### src/rtl/fan_pkg.sv
// Shared types and constants for the fan tach monitor.
//   fan_state_t   : per-fan lifecycle state (encoding is visible on o_fan_state)
//   FAN_DUTY_FULL : fail-safe duty driven while a fault is latched
//   THR_SHIFT     : right shift turning MAX_CNT*duty into the 50% threshold
package fan_pkg;

   typedef enum logic [1:0] {
      ABSENT = 2'd0,
      SPINUP = 2'd1,
      RUN    = 2'd2,
      FAULT  = 2'd3
   } fan_state_t;

   localparam logic [7:0] FAN_DUTY_FULL = 8'd255;

   // >>8 scales by duty/256, one more bit halves it: thr is half the expected count.
   localparam int THR_SHIFT = 9;

endpackage

### src/rtl/fan_rotor_check.sv
// Per-rotor speed check: threshold from duty, saturating bad-sample counter,
// sticky fail flag.
//   clk, rst  : clock, async active-high reset
//   cnt       : tach count for the last second
//   duty      : commanded duty, used to scale the threshold
//   smp       : accepted sample this cycle (not dropped by clear/removal)
//   chk       : this sample is to be judged (RUN, checked duty, rotor enabled)
//   clr       : clear counter and flag
//   trip      : this sample latches the fault (combinational, for the FSM)
//   fail_nxt  : next value of the fail flag (for the registered fan fault OR)
//   fail      : sticky fail flag
module fan_rotor_check
   import fan_pkg::*;
#(
   parameter logic [10:0] MAX_CNT      = 11'h3B6,
   parameter int          FAIL_SAMPLES = 3
) (
   input  logic        clk,
   input  logic        rst,
   input  logic [10:0] cnt,
   input  logic [7:0]  duty,
   input  logic        smp,
   input  logic        chk,
   input  logic        clr,
   output logic        trip,
   output logic        fail_nxt,
   output logic        fail
);

   logic [18:0] prod;
   logic        bad;
   logic [2:0]  bad_cnt;
   logic [2:0]  bad_inc;

   assign prod = 19'(MAX_CNT) * 19'(duty);
   // Strictly below threshold is bad; a count of zero is always bad here.
   assign bad  = chk && (19'(cnt) < (prod >> THR_SHIFT));

   assign bad_inc  = (bad_cnt == 3'd7) ? 3'd7 : bad_cnt + 3'd1;
   assign trip     = smp & bad & (bad_inc >= 3'(FAIL_SAMPLES));
   assign fail_nxt = ~clr & (fail | trip);

   always_ff @(posedge clk or posedge rst) begin
      if (rst) begin
         bad_cnt <= 3'd0;
         fail    <= 1'b0;
      end else begin
         fail <= fail_nxt;
         if (clr)
            bad_cnt <= 3'd0;
         else if (smp)
            // Good or unchecked samples break the run of bad ones.
            bad_cnt <= bad ? bad_inc : 3'd0;
      end
   end

endmodule

### src/rtl/fan_tach_monitor.sv
// Fan slot monitor: judges per-second tach counts against commanded duty,
// tracks presence/spin-up/run/fault, and forces full duty on fault.
//   i_clk, i_rst        : clock, async active-high reset
//   i_sample_vld        : one-cycle pulse qualifying the tach counts
//   i_tach0/1_cnt       : per-rotor counts for the last second
//   i_dual_rotor        : rotor 1 is checked when set
//   i_pwm_duty          : commanded duty
//   i_fan_present_n     : low when the fan is installed
//   i_clr_fault         : one-cycle pulse clearing a latched fault
//   o_pwm_duty          : duty to the PWM stage (255 while in FAULT)
//   o_rotor0/1_fail     : sticky rotor faults
//   o_fan_fault         : OR of the rotor faults
//   o_fan_state         : ABSENT/SPINUP/RUN/FAULT
module fan_tach_monitor
   import fan_pkg::*;
#(
   parameter logic [10:0] MAX_CNT        = 11'h3B6,
   parameter logic [7:0]  DUTY_CHECK_MIN = 8'd26,
   parameter int          FAIL_SAMPLES   = 3,
   parameter int          SPINUP_SAMPLES = 4
) (
   input  logic        i_clk,
   input  logic        i_rst,
   input  logic        i_sample_vld,
   input  logic [10:0] i_tach0_cnt,
   input  logic [10:0] i_tach1_cnt,
   input  logic        i_dual_rotor,
   input  logic [7:0]  i_pwm_duty,
   input  logic        i_fan_present_n,
   input  logic        i_clr_fault,
   output logic [7:0]  o_pwm_duty,
   output logic        o_rotor0_fail,
   output logic        o_rotor1_fail,
   output logic        o_fan_fault,
   output logic [1:0]  o_fan_state
);

   fan_state_t       state;
   logic [3:0]       spin_cnt;
   logic [7:0]       prev_duty;
   logic             smp_ok;
   logic             clr;
   logic             duty_chk;
   logic             rising;
   logic             run_chk;
   logic [1:0][10:0] tach_cnt;
   logic [1:0]       chk;
   logic [1:0]       trip;
   logic [1:0]       fail_nxt;
   logic [1:0]       fail;

   // Removal and clear both swallow a coincident sample.
   assign smp_ok   = i_sample_vld & ~i_fan_present_n & ~i_clr_fault;
   assign clr      = i_fan_present_n | i_clr_fault | (state == ABSENT);
   assign duty_chk = (i_pwm_duty >= DUTY_CHECK_MIN);
   // Duty crossing up into the checked range: the rotor needs time to catch up.
   assign rising   = duty_chk & (prev_duty < DUTY_CHECK_MIN);
   assign run_chk  = (state == RUN) & duty_chk & ~rising;

   assign tach_cnt = {i_tach1_cnt, i_tach0_cnt};
   assign chk      = {run_chk & i_dual_rotor, run_chk};

   for (genvar r = 0; r < 2; r++) begin : g_rot
      fan_rotor_check #(
         .MAX_CNT      (MAX_CNT),
         .FAIL_SAMPLES (FAIL_SAMPLES)
      ) u_chk (
         .clk      (i_clk),
         .rst      (i_rst),
         .cnt      (tach_cnt[r]),
         .duty     (i_pwm_duty),
         .smp      (smp_ok),
         .chk      (chk[r]),
         .clr      (clr),
         .trip     (trip[r]),
         .fail_nxt (fail_nxt[r]),
         .fail     (fail[r])
      );
   end

   assign o_rotor0_fail = fail[0];
   assign o_rotor1_fail = fail[1];
   assign o_fan_state   = state;

   always_ff @(posedge i_clk or posedge i_rst) begin
      if (i_rst) begin
         state       <= ABSENT;
         spin_cnt    <= 4'd0;
         prev_duty   <= 8'd0;
         o_pwm_duty  <= 8'd0;
         o_fan_fault <= 1'b0;
      end else begin
         o_fan_fault <= |fail_nxt;
         o_pwm_duty  <= (state == FAULT) ? FAN_DUTY_FULL : i_pwm_duty;
         if (smp_ok)
            prev_duty <= i_pwm_duty;

         if (i_fan_present_n) begin
            state    <= ABSENT;
            spin_cnt <= 4'd0;
         end else if (i_clr_fault) begin
            if (state == FAULT || state == ABSENT) begin
               state    <= SPINUP;
               spin_cnt <= 4'd0;
            end
         end else begin
            case (state)
               ABSENT: begin
                  state    <= SPINUP;
                  spin_cnt <= 4'd0;
               end
               SPINUP: begin
                  if (smp_ok) begin
                     if (spin_cnt == 4'(SPINUP_SAMPLES - 1)) begin
                        state    <= RUN;
                        spin_cnt <= 4'd0;
                     end else begin
                        spin_cnt <= spin_cnt + 4'd1;
                     end
                  end
               end
               RUN: begin
                  if (smp_ok) begin
                     if (rising) begin
                        state    <= SPINUP;
                        spin_cnt <= 4'd0;
                     end else if (|trip) begin
                        state <= FAULT;
                     end
                  end
               end
               default: ; // FAULT holds until cleared or removed
            endcase
         end
      end
   end

endmodule

### config.mk
export PLATFORM = sky130hd
export DESIGN_NAME = fan_tach_monitor
export DESIGN_NICKNAME = d
export VERILOG_FILES = /design/src/rtl/fan_pkg.sv /design/src/rtl/fan_rotor_check.sv /design/src/rtl/fan_tach_monitor.sv
export SDC_FILE = /design/constraint.sdc
export NUM_CORES = 1
export LEC_CHECK = 0
export CAP_MARGIN = 30
export CORE_MARGIN = 8
export CORE_UTILIZATION = 40
export CTS_CLUSTER_SIZE = 24
export DETAILED_ROUTE_END_ITERATION = 10
export DONT_BUFFER_PORTS = 1
export GPL_TIMING_DRIVEN = 1
export PLACE_DENSITY_LB_ADDON = 0.25
export SLEW_MARGIN = 5
export SYNTH_ARGS = -nofsm -noshare
export SYNTH_HDL_FRONTEND = slang
export SYNTH_SLANG_ARGS = --single-unit
### constraint.sdc
create_clock -name i_clk -period 2.79 [get_ports i_clk]
set_input_delay 0.279 -clock i_clk [delete_from_list [all_inputs] [get_ports i_clk]]
set_output_delay 0.279 -clock i_clk [all_outputs]
set_load 0.02 [all_outputs]
==> results.py, run 1 <==
metrics = {
    "run_status": {
        "status": "complete, but fails checks",
        "violations": "negative setup slack",
    },
    "synth": {
        "synth-seq-cells": 30,
        "synthCells": 352,
        "synth.distinct_cells": 59,
        "synth_top_area_cell": "dfrtp_1",
        "synth_xor_area_share_pct": 2.30,
        "yosys-mux-area-fraction_pct": 3.21,
        "ys_warn_count": 0,
        "synthTopCellsByArea": "dfrtp_1 (22%), ha_1 (22%), fa_1 (14%)",
        "synth.cell_area_um2": 3430,
        "ys_seq_area_share_pct": 21.9,
        "synth-simple-area-share_pct": 13.4,
        "syn_avg_cell_area_um2": 9.74,
        "synth_adder_area_share_pct": 36.5,
        "synth_top_area_share_pct": 21.9,
        "synth_edf_count": 0,
        "synth_compound_area_share_pct": 16.0,
        "synth-async-reset-ratio_pct": 100,
        "syn-num-nets": 472,
        "synth_top_flop_cell": "dfrtp_1",
        "synth_top_family_by_area": "adder cells",
    },
    "timing": {
        "hold_viol_final": 0,
        "fin_worst_skew_ns": 0.00796,
        "min_period_ns": 5.39,
        "max_slew_margin_pct": 54.0,
        "tightest_slew_ns": 0.686,
        "fin_ws_ns": -2.60,
        "fmax_mhz": 186,
        "rsz0062_at_grt": "true",
        "min_period_over_period_pct": 193,
        "setup_viol": 11,
        "slew_viol_final": 0,
    },
    "finish": {
        "fin_nets": 543,
        "drive_gt1_share_pct": 33.3,
        "layout_common_cells": "buf_4 (63), ha_1 (54), inv_1 (52), dfrtp_1 (30), fa_1 (24)",
        "fillCellCount": 728,
        "syn2layout_area_growth_pct": 29.3,
        "antenna_cells": 0,
        "final_area_um2": 4430,
        "mostFrequentLayoutCell": "buf_4",
    },
    "power": {
        "leakage_nw": 2.15,
        "p_clk_share_pct": 7.9,
        "p_switching_mw": 1.93,
        "internal_power_mw": 2.54,
        "p_per_area_nw_per_um2": 1010,
        "swShare_pct": 43.3,
        "ir_drop_uv": 1040,
        "p_comb_share_pct": 80.6,
        "p_seq_share_pct": 11.5,
    },
    "grt": {
        "track_usage_pct": 14.8,
        "gr-total-overflow": 0,
        "antenna_found_initial": 0,
        "grt_pass1_vias": 3049,
        "grt_first_pass_wirelength_mm": 14.2,
        "grt_start_max_net_pins": 21,
    },
    "die": {
        "die_area_um2": 11800,
        "ios": 49,
        "die_w_um": 109,
        "num_rows": 33,
        "coreArea_um2": 8260,
        "start_util_pct": 41.5,
        "die_y_um": 109,
    },
    "clock_network": {
        "cts.clk_slew.worst_paths_ns": 0.06,
        "clock_path_buffers": 2,
        "cts-buffers-inserted": 5,
        "h-tree-depth": 2,
        "numClockSinks": 30,
        "root_buffer": "clkbuf_8",
        "cts_tree": "yes",
        "insertion_delay_ns": 0.28,
    },
    "placement": {
        "gp_congestion": 0.820,
        "place_area_um2": 4000,
        "place_ws_ns": -3.03,
        "place_hpwl_mm": 6.42,
        "port_buffers": 0,
    },
    "critical_path": {
        "cp.arrival_ns": 5.54,
        "cp-end-kind": "flop",
        "criticalPathCategory": "primary input to flop",
        "cp.required_ns": 2.94,
        "worstPathMaxFanout": 9,
        "critical_path.startpoint_type": "primary input",
    },
    "drt": {
        "avgRoutedWirePerCell_um": 15.1,
        "vias_per_cell": 5.21,
        "drt_wl_total_mm": 8.01,
        "drtIter0Drc": 40,
        "num_vias": 2758,
        "final_antenna_net_count": 0,
        "drc_errors": 0,
        "first_pass_iters": 4,
    },
    "run": {
        "drv_cap": 0,
    },
    "worst_hold_path": {
        "hold_path.class": "primary input to flop",
    },
}
-- synth_stat cells, types with 3 or more instances --
cell,n
a211oi_1,3
a21o_1,7
a21oi_1,6
dfrtp_1,30
fa_1,24
ha_1,60
inv_1,59
mux2_2,8
nand2_1,17
nand3_1,5
nand4_1,5
nor2_1,23
nor3_1,10
nor4_1,3
o2111ai_1,4
o211ai_1,7
o21a_1,7
o21ai_0,7
or2_2,10
xnor2_1,5
xor2_1,4
-- final timing paths --
kind | start | endpoint | slack [ns] | cells past startpoint
worst max-delay path | i_pwm_duty[7] | o_fan_state[0]$_DFFE_PP0P_ | -2.60 | 27
worst min-delay path | i_pwm_duty[5] | o_pwm_duty[5]$_DFF_PP0_ | 0.11 | 1
worst max register to register | o_fan_state[0]$_DFFE_PP0P_ | o_fan_state[1]$_DFFE_PP0P_ | 0.39 | 7
worst min register to register | prev_duty[5]$_DFFE_PP0P_ | prev_duty[5]$_DFFE_PP0P_ | 0.51 | 1
max in group asynchronous | i_rst | g_rot[0].u_chk.bad_cnt[2]$_DFFE_PP0P_ | 1.74 | 3
min in group asynchronous | i_rst | o_pwm_duty[4]$_DFF_PP0_ | 0.44 | 2
-- timing repair --
item,in CTS,in global routing
resized for setup,17,16
buffers inserted,20,3
hold buffers,1,0
setup endpoints to repair,11,11
hold endpoints to repair,10,0
pin swaps,26,28
-- sequential cells by signal (all words and copies together) (netlist names) --
name and count:
g_rot.u_chk.bad_cnt 6, g_rot.u_chk.fail 2, o_fan_fault 1, o_fan_state 2, o_pwm_duty 8, prev_duty 7, spin_cnt 4
-- power groups by stage --
stage	sequential [mW]	clock (mW)	combinational, mW
2_1_floorplan	0.533	0	1.94
3_5_place_dp	0.522	0	2.85
6_report	0.514	0.353	3.60
5_1_grt	0.518	0.376	4.05
4_1_cts	0.514	0.363	3.32
3_3_place_gp	0.521	0	2.81
-- kinds of logic (layout without fill, tap and decap cells) --
| kind of cell | count (synthesis) | in the layout |
|---|---|---|
| buf+inv | 61 | 133 |
| compound gates | 67 | 67 |
| mux | 10 | 10 |
| simple gates | 89 | 89 |
| flops | 30 | 30 |
| xor+xnor | 9 | 9 |
| fa+ha+maj | 86 | 86 |
-- metal layers --
metal	track usage (%)	wire length [um]	share of wire, %	vias up
li1	-	-	-	1377
met1	16.9	3340	42	1319
met2	26.5	4040	50	54
met3	3.45	511	6.4	8
met4	4.79	117	1.5	0
met5	0	0	0	-
-- per-stage QoR --
| step | hold WS (ns) | util (%) | setup TNS [ns] | power [mW] | std cells |
|---|---|---|---|---|---|
| finish | 0.111 | 53.7 | -26.91 | 4.47 | 529 |
| global route | 0.103 | 53.7 | -30.03 | 4.95 | 529 |
| CTS | 0.103 | 52.5 | -27.67 | 4.20 | 528 |
| detailed placement | 0.177 | 48.4 | -32.23 | 3.37 | 502 |
| global placement | 0.177 | 48.4 | -31.77 | 3.33 | 502 |
| floorplan | 0.370 | - | -28.41 | 2.47 | 352 |
-- cell type report --
cell class | count | area [um2] | area share, %
Clock buffer | 7 | 86.3 | 1.95
Timing Repair Buffer | 66 | 505 | 11.4
Sequential cell | 30 | 751 | 16.9
Clock inverter | 1 | 5.00 | 0.113
Inverter | 59 | 241 | 5.45
Tap cell | 105 | 131 | 2.96
Multi-Input combinational cell | 261 | 2710 | 61.2
-- worst max-delay path: stages --
cell and delay [ns]:
inv_8 0.01, ha_4 0.25, inv_2 0.04, fa_1 0.51, inv_2 0.04, fa_1 0.50, inv_1 0.05, fa_1 0.50
inv_2 0.05, ha_4 0.16, a211oi_4 0.18, o211a_2 0.23, nor2_1 0.05, a21o_1 0.19, a21oi_4 0.16, xor2_2 0.16
ha_1 0.27, a211oi_2 0.25, o211ai_1 0.14, a2bb2oi_2 0.16, and3_4 0.16, o2111ai_2 0.19, nand3_2 0.11, a21o_1 0.17
maj3_2 0.32, nor3_4 0.27, o211ai_1 0.13
No activity file was read; power rests on OpenSTA's default activity.
==> run 2, diff against run 1 <==
--- a/config.mk
+++ b/config.mk
@@ -8,9 +8,10 @@
 export CAP_MARGIN = 30
 export CORE_MARGIN = 8
 export CORE_UTILIZATION = 40
+export CTS_CLUSTER_DIAMETER = 150
 export CTS_CLUSTER_SIZE = 24
 export DETAILED_ROUTE_END_ITERATION = 10
-export DONT_BUFFER_PORTS = 1
+export GPL_ROUTABILITY_DRIVEN = 1
 export GPL_TIMING_DRIVEN = 1
 export PLACE_DENSITY_LB_ADDON = 0.25
 export SLEW_MARGIN = 5
==> results.py, run 2 (synthesized netlist as in run 1, its figures left out) <==
metrics = {
    "run_status": {
        "status": "complete, but fails checks",
        "violations": "negative setup slack",
    },
    "timing": {
        "slew_viol_final": 0,
        "min_period_ns": 5.57,
        "hold_viol_final": 0,
        "fin_ws_ns": -2.78,
        "setup_viol": 11,
        "rsz0062_at_grt": "true",
        "hold_ws_ns": 0.374,
        "fmax_mhz": 179,
        "tightest_slew_ns": 0.846,
        "max_slew_margin_pct": 43.3,
        "fin_worst_skew_ns": 0.00314,
        "min_period_over_period_pct": 200,
    },
    "finish": {
        "final_core_util_pct": 61.3,
        "fin_nets": 598,
        "mostFrequentLayoutCell": "buf_4",
        "layoutNonFillerInstCount": 584,
        "antenna_cells": 0,
        "largest_reg_flops": 8,
        "top_regs": "o_pwm_duty x8, prev_duty x7, g_rot.u_chk.bad_cnt x6",
        "drive_gt1_share_pct": 35.3,
        "multiInputGateArea_um2": 2810,
        "fillCellCount": 690,
        "regMostFlops": "o_pwm_duty",
        "layout.area.seq_um2": 751,
        "syn2layout_area_growth_pct": 47.7,
        "layout_common_cells": "buf_4 (71), inv_1 (51), ha_1 (47), clkdlybuf4s50_1 (42), dfrtp_1 (30)",
    },
    "clock_network": {
        "root_buffer": "clkbuf_8",
        "cts_tree": "yes",
        "cts-buffers-inserted": 5,
        "cts.clk_slew.worst_paths_ns": 0.06,
        "insertion_delay_ns": 0.28,
        "h-tree-depth": 2,
        "clock_path_buffers": 2,
        "numClockSinks": 30,
    },
    "critical_path": {
        "cp.required_ns": 2.95,
        "crit_slowest_cell": "fa_1",
        "worstPathMaxFanout": 4,
        "criticalPathCategory": "primary input to flop",
        "cp_slowest_stage_delay_ns": 0.54,
        "cp_common_cell": "fa_1",
        "cp.arrival_ns": 5.73,
        "worst-path-buf-inv": 4,
        "critical_path.startpoint_type": "primary input",
        "cp-end-kind": "flop",
        "cp_top_family": "adder cells",
    },
    "die": {
        "coreArea_um2": 8260,
        "start_util_pct": 41.5,
        "die_y_um": 109,
        "ios": 49,
        "num_rows": 33,
        "die_area_um2": 11800,
        "die_w_um": 109,
    },
    "grt": {
        "grt_first_pass_wirelength_mm": 14.7,
        "antenna_found_initial": 0,
        "track_usage_pct": 15.3,
        "grt_pass1_vias": 3259,
        "gr-total-overflow": 0,
        "grt_start_max_net_pins": 31,
    },
    "drt": {
        "drtIter0Drc": 50,
        "drc_errors": 0,
        "first_pass_iters": 4,
        "final_antenna_net_count": 0,
        "avgRoutedWirePerCell_um": 14.6,
        "vias_per_cell": 5.11,
        "num_vias": 2986,
        "drt_wl_total_mm": 8.50,
    },
    "placement": {
        "place_hpwl_mm": 6.91,
        "gp_congestion": 0.845,
        "place_ws_ns": -3.64,
        "port_buffers": 48,
        "dp_cells": 566,
    },
    "power": {
        "ir_drop_uv": 862,
        "power.total_mw": 4.86,
        "leakage_nw": 2.38,
        "p_per_area_nw_per_um2": 960,
    },
    "run": {
        "drv_cap": 0,
    },
    "worst_hold_path": {
        "hold_path.class": "primary input to async pin",
    },
}
==> run 2: through the flow <==
step           setup TNS, ns  instance area (um2)
2_1_floorplan         -28.41                 3530
3_3_place_gp          -38.69                 4600
3_5_place_dp          -39.09                 4600
4_1_cts               -31.27                 4900
5_1_grt               -32.25                 5070
6_report              -29.53                 5070
==> run 2: path summary, 6_finish.rpt <==
kind,slack [ns],end,cells past startpoint,startpoint
min in group i_clk,0.39,o_pwm_duty[6]$_DFF_PP0_,3,i_pwm_duty[6]
setup / recovery,-2.78,o_fan_state[0]$_DFFE_PP0P_,25,i_pwm_duty[0]
hold reg to reg,0.51,prev_duty[2]$_DFFE_PP0P_,1,prev_duty[2]$_DFFE_PP0P_
hold / removal,0.37,o_pwm_duty[4]$_DFF_PP0_,3,i_rst
max in group asynchronous,2.14,o_fan_state[0]$_DFFE_PP0P_,3,i_rst
setup reg to reg,0.43,o_fan_state[0]$_DFFE_PP0P_,7,o_fan_state[0]$_DFFE_PP0P_
==> run 2: power by group <==
group	switching [mW]	internal, mW
registers	0.0313	0.477
logic	1.89	2.06
clock network	0.165	0.249
==> run 2: cell type report <==
class	instances	share of cell area (%)
Timing Repair Buffer	121	20.3
Tap cell	105	2.59
Multi-Input combinational cell	261	55.4
Sequential cell	30	14.8
Inverter	59	4.72
Clock buffer	8	2.17
==> run 2: tightest hold or removal path: stages <==
cell and delay [ns]:
clkdlybuf4s50_1 0.39, inv_1 0.05, buf_4 0.35
==> run 2: layer usage <==
| layer | vias up | part of all wire, % | GRT usage [%] | routed length (um) |
|---|---|---|---|---|
| li1 | 1482 | - | - | - |
| met1 | 1446 | 44 | 18.5 | 3720 |
| met2 | 44 | 52 | 27.2 | 4400 |
| met3 | 14 | 2.4 | 1.84 | 208 |
| met4 | 0 | 2.1 | 5.47 | 178 |
| met5 | - | 0 | 0 | 0 |
==> run 2: repair_timing <==
| action | 4_1_cts | 5_1_grt |
|---|---|---|
| pin swaps | 36 | 55 |
| endpoints found under the hold margin | 0 | 0 |
| setup buffers | 16 | 5 |
| hold buffers | 0 | 0 |
| gates resized for setup | 49 | 32 |
| endpoints found under the setup margin | 11 | 11 |
==> run 3, diff against run 2 <==
--- a/config.mk
+++ b/config.mk
@@ -14,7 +14,7 @@
 export GPL_ROUTABILITY_DRIVEN = 1
 export GPL_TIMING_DRIVEN = 1
 export PLACE_DENSITY_LB_ADDON = 0.25
-export SLEW_MARGIN = 5
+export SLEW_MARGIN = 20
 export SYNTH_ARGS = -nofsm -noshare
 export SYNTH_HDL_FRONTEND = slang
 export SYNTH_SLANG_ARGS = --single-unit
==> results of run 3 <==
No change in the layout: final DEF, timing and power equal those of run 2.
==> edit, RTL diff (config.mk and constraints of run 1) <==
Make the reset (`i_rst` and `rst`) synchronous in 2 clocked blocks. Comments in the files are not updated.
--- a/src/rtl/fan_rotor_check.sv
+++ b/src/rtl/fan_rotor_check.sv
@@ -42,3 +42,3 @@
 
-   always_ff @(posedge clk or posedge rst) begin
+   always_ff @(posedge clk) begin
       if (rst) begin
--- a/src/rtl/fan_tach_monitor.sv
+++ b/src/rtl/fan_tach_monitor.sv
@@ -84,3 +84,3 @@
 
-   always_ff @(posedge i_clk or posedge i_rst) begin
+   always_ff @(posedge i_clk) begin
       if (i_rst) begin
Check against the original RTL: differs if i_rst is asserted again (counterexample within 4 cycles, from zero or initial values and one cycle with i_rst high); with i_rst held inactive, the same outputs for 10 cycles.
==> edit against run 1 <==
The run still ends with setup timing left. Critical path type unchanged. Cell area increased by 2.5%. Worst setup slack got worse by 0.035 ns. Total power increased by 3.9%. Sequential cell count unchanged. Synthesized area increased by 3.1%. Combinational power increased by 6.1%. Routed wire length increased by 11%. Non-clock buffer count increased by 1.
==> edit: results (changes against run 1) <==
| Metric | Value |
|---|---|
| Status | finished, violations left |
| Crit Path Max Fanout | 6 (-3) |
| Setup TNS | -27.37 ns (-0.467 ns) |
| Syn Inst Count | 407 (+16%) |
| Vias per inst | 5.33 (+2.2%) |
| Main area contributors after synthesis | ha_1 22%, dfxtp_1 17%, fa_1 14%, inv_1 5.8%, nor2_1 3.8% |
| Reg2reg setup slack | 0.26 ns (-0.13 ns) |
| Hold_sp | i_rst |
| Min-Delay Endpoint | prev_duty[2] |
| Final setup viols | 11 (unchanged) |
| Total GRT Usage | 0.155 (+0.00732) |
| Register-to-Register Path Depth | 10 (+3) |
| RR Startpoint | o_fan_state[0] |
| Commonest cells post-synth | 61 x ha_1, 55 x inv_1, 36 x nor2_1 |
| Failing checks | setup timing |
| Largest net degree at the start of global routing | 18 (-14%) |
| Worst Slack Setup Final | -2.63 ns (-0.0351 ns) |
| Dpl hpwl | 7270 um (+13%) |
| Final hold slack | 0.0634 ns (-0.0479 ns) |
| Register Area | 601 um2 (-20%) |
| Nets | 594 (+9.4%) |
| Ys flop type | dfxtp_1 |
| Skew final | 0.0106 ns (+0.00268 ns) |
| Initial drt markers | 97 (+140%) |
| Syn Nets | 528 (+12%) |
| P_int | 2.56 mW (+1.1%) |
| Worst-margin pin slew | 0.551 ns (-0.136 ns) |
| Share of layout cells above drive strength 1 | 0.304 (-0.0287) |
| P_leak | 2.07 nW (-3.7%) |
| Worst Path Arrival | 5.60 ns (+0.06 ns) |
| WL final | 8880 um (+11%) |
| First-pass GRT wire length | 15300 um (+7.5%) |
| GPL Wtd Cong | 0.844 (+3.0%) |
| Filler Cell Count | 816 (+12%) |
| Ys async rst share | 0 (-1.00) |
| Placed Instance Area | 4200 um2 (+4.9%) |
| Worst r2r dst | o_fan_state[0] |
| Vias in the first global route | 3294 (+8.0%) |
| Non-Filler Instances | 582 (+10%) |
| Seq/Total Area, Yosys | 0.170 (-0.0490) |
| Worst vdd ir | 1160 uV (+12%) |
| Synth unique cells | 64 (+8.5%) |
| Pre-CTS setup slack | -2.98 ns (+0.0553 ns) |
-- edit: cell count changes after synthesis, sizes merged, moves of 8 or more --
cell / before / now
nor2: 23 / 36
or2: 10 / 2
a21oi: 7 / 23
dfrtp: 30 / 0
nand2: 17 / 32
dfxtp: 0 / 30
-- edit: power by group through the flow --
stage | clock (mW) | combinational [mW] | sequential, mW
global route | 0.396 | 4.23 | 0.453
CTS | 0.376 | 3.59 | 0.452
finish | 0.370 | 3.82 | 0.452
global placement | 0 | 3.09 | 0.462
floorplan | 0 | 2.07 | 0.463
detailed placement | 0 | 3.15 | 0.462
-- edit: layout make-up --
class / count / area share
Clock buffer: 6 / 0.0182
Multi-Input combinational cell: 314 / 0.656
Inverter: 55 / 0.0487
Timing Repair Buffer: 67 / 0.112
Tap cell: 108 / 0.0297
Clock inverter: 2 / 0.00275
Sequential cell: 30 / 0.132
-- edit: metal layers --
metal  GRT usage  vias to the layer above  share of wire
li1            -                     1546              -
met1       0.174                     1500           0.41
met2       0.292                       46           0.54
met3      0.0256                        9          0.040
met4      0.0444                        0          0.012
met5           0                        -              0
-- edit: what timing repair did --
| action | CTS | global route |
|---|---|---|
| buffers inserted | 7 | 2 |
| setup endpoints to repair | 11 | 11 |
| gates resized for setup | 30 | 15 |
| pin swaps | 38 | 40 |
-- edit: critical path, stage by stage --
cell and delay [ns]:
fa_1 0.54, fa_1 0.43, fa_1 0.50, inv_1 0.05, fa_1 0.49, inv_2 0.05, ha_4 0.22, a41o_1 0.22
a221oi_4 0.30, or2b_4 0.16, and2_4 0.14, nand2b_4 0.06, a21oi_4 0.14, xor2_2 0.12, ha_1 0.31, o211ai_1 0.09
a21oi_1 0.13, o311a_1 0.21, a32oi_1 0.07, o31a_1 0.34, o2111ai_1 0.19, and3_4 0.24, nand2b_1 0.07, o31a_1 0.24
-- edit: worst max-delay path by stage --
| stage | depth (start not counted) | to | slack (ns) | start |
|---|---|---|---|---|
| 3_5_place_dp | 24 | o_fan_fault | -2.98 | i_pwm_duty[4] |
| 6_report | 24 | o_fan_fault | -2.63 | i_pwm_duty[4] |
| 2_1_floorplan | 24 | o_fan_fault | -2.72 | i_pwm_duty[4] |
| 4_1_cts | 24 | o_fan_fault | -2.58 | i_pwm_duty[4] |
| 5_1_grt | 30 | o_fan_fault | -2.86 | i_pwm_duty[6] |
| 3_3_place_gp | 24 | o_fan_fault | -3.01 | i_pwm_duty[4] |
-- edit: cells by family (layout without fill, tap and decap cells) --
family	count (synthesis)	in the layout	share of synthesized area
adder cells (fa/ha/maj)	85	85	0.352
AO/OA/AOI/OAI	85	85	0.186
flip-flops	30	30	0.170
multiplexers	6	6	0.0191
buffers and inverters	63	130	0.0669
AND/OR/NAND/NOR	128	128	0.179
XOR/XNOR	10	10	0.0269
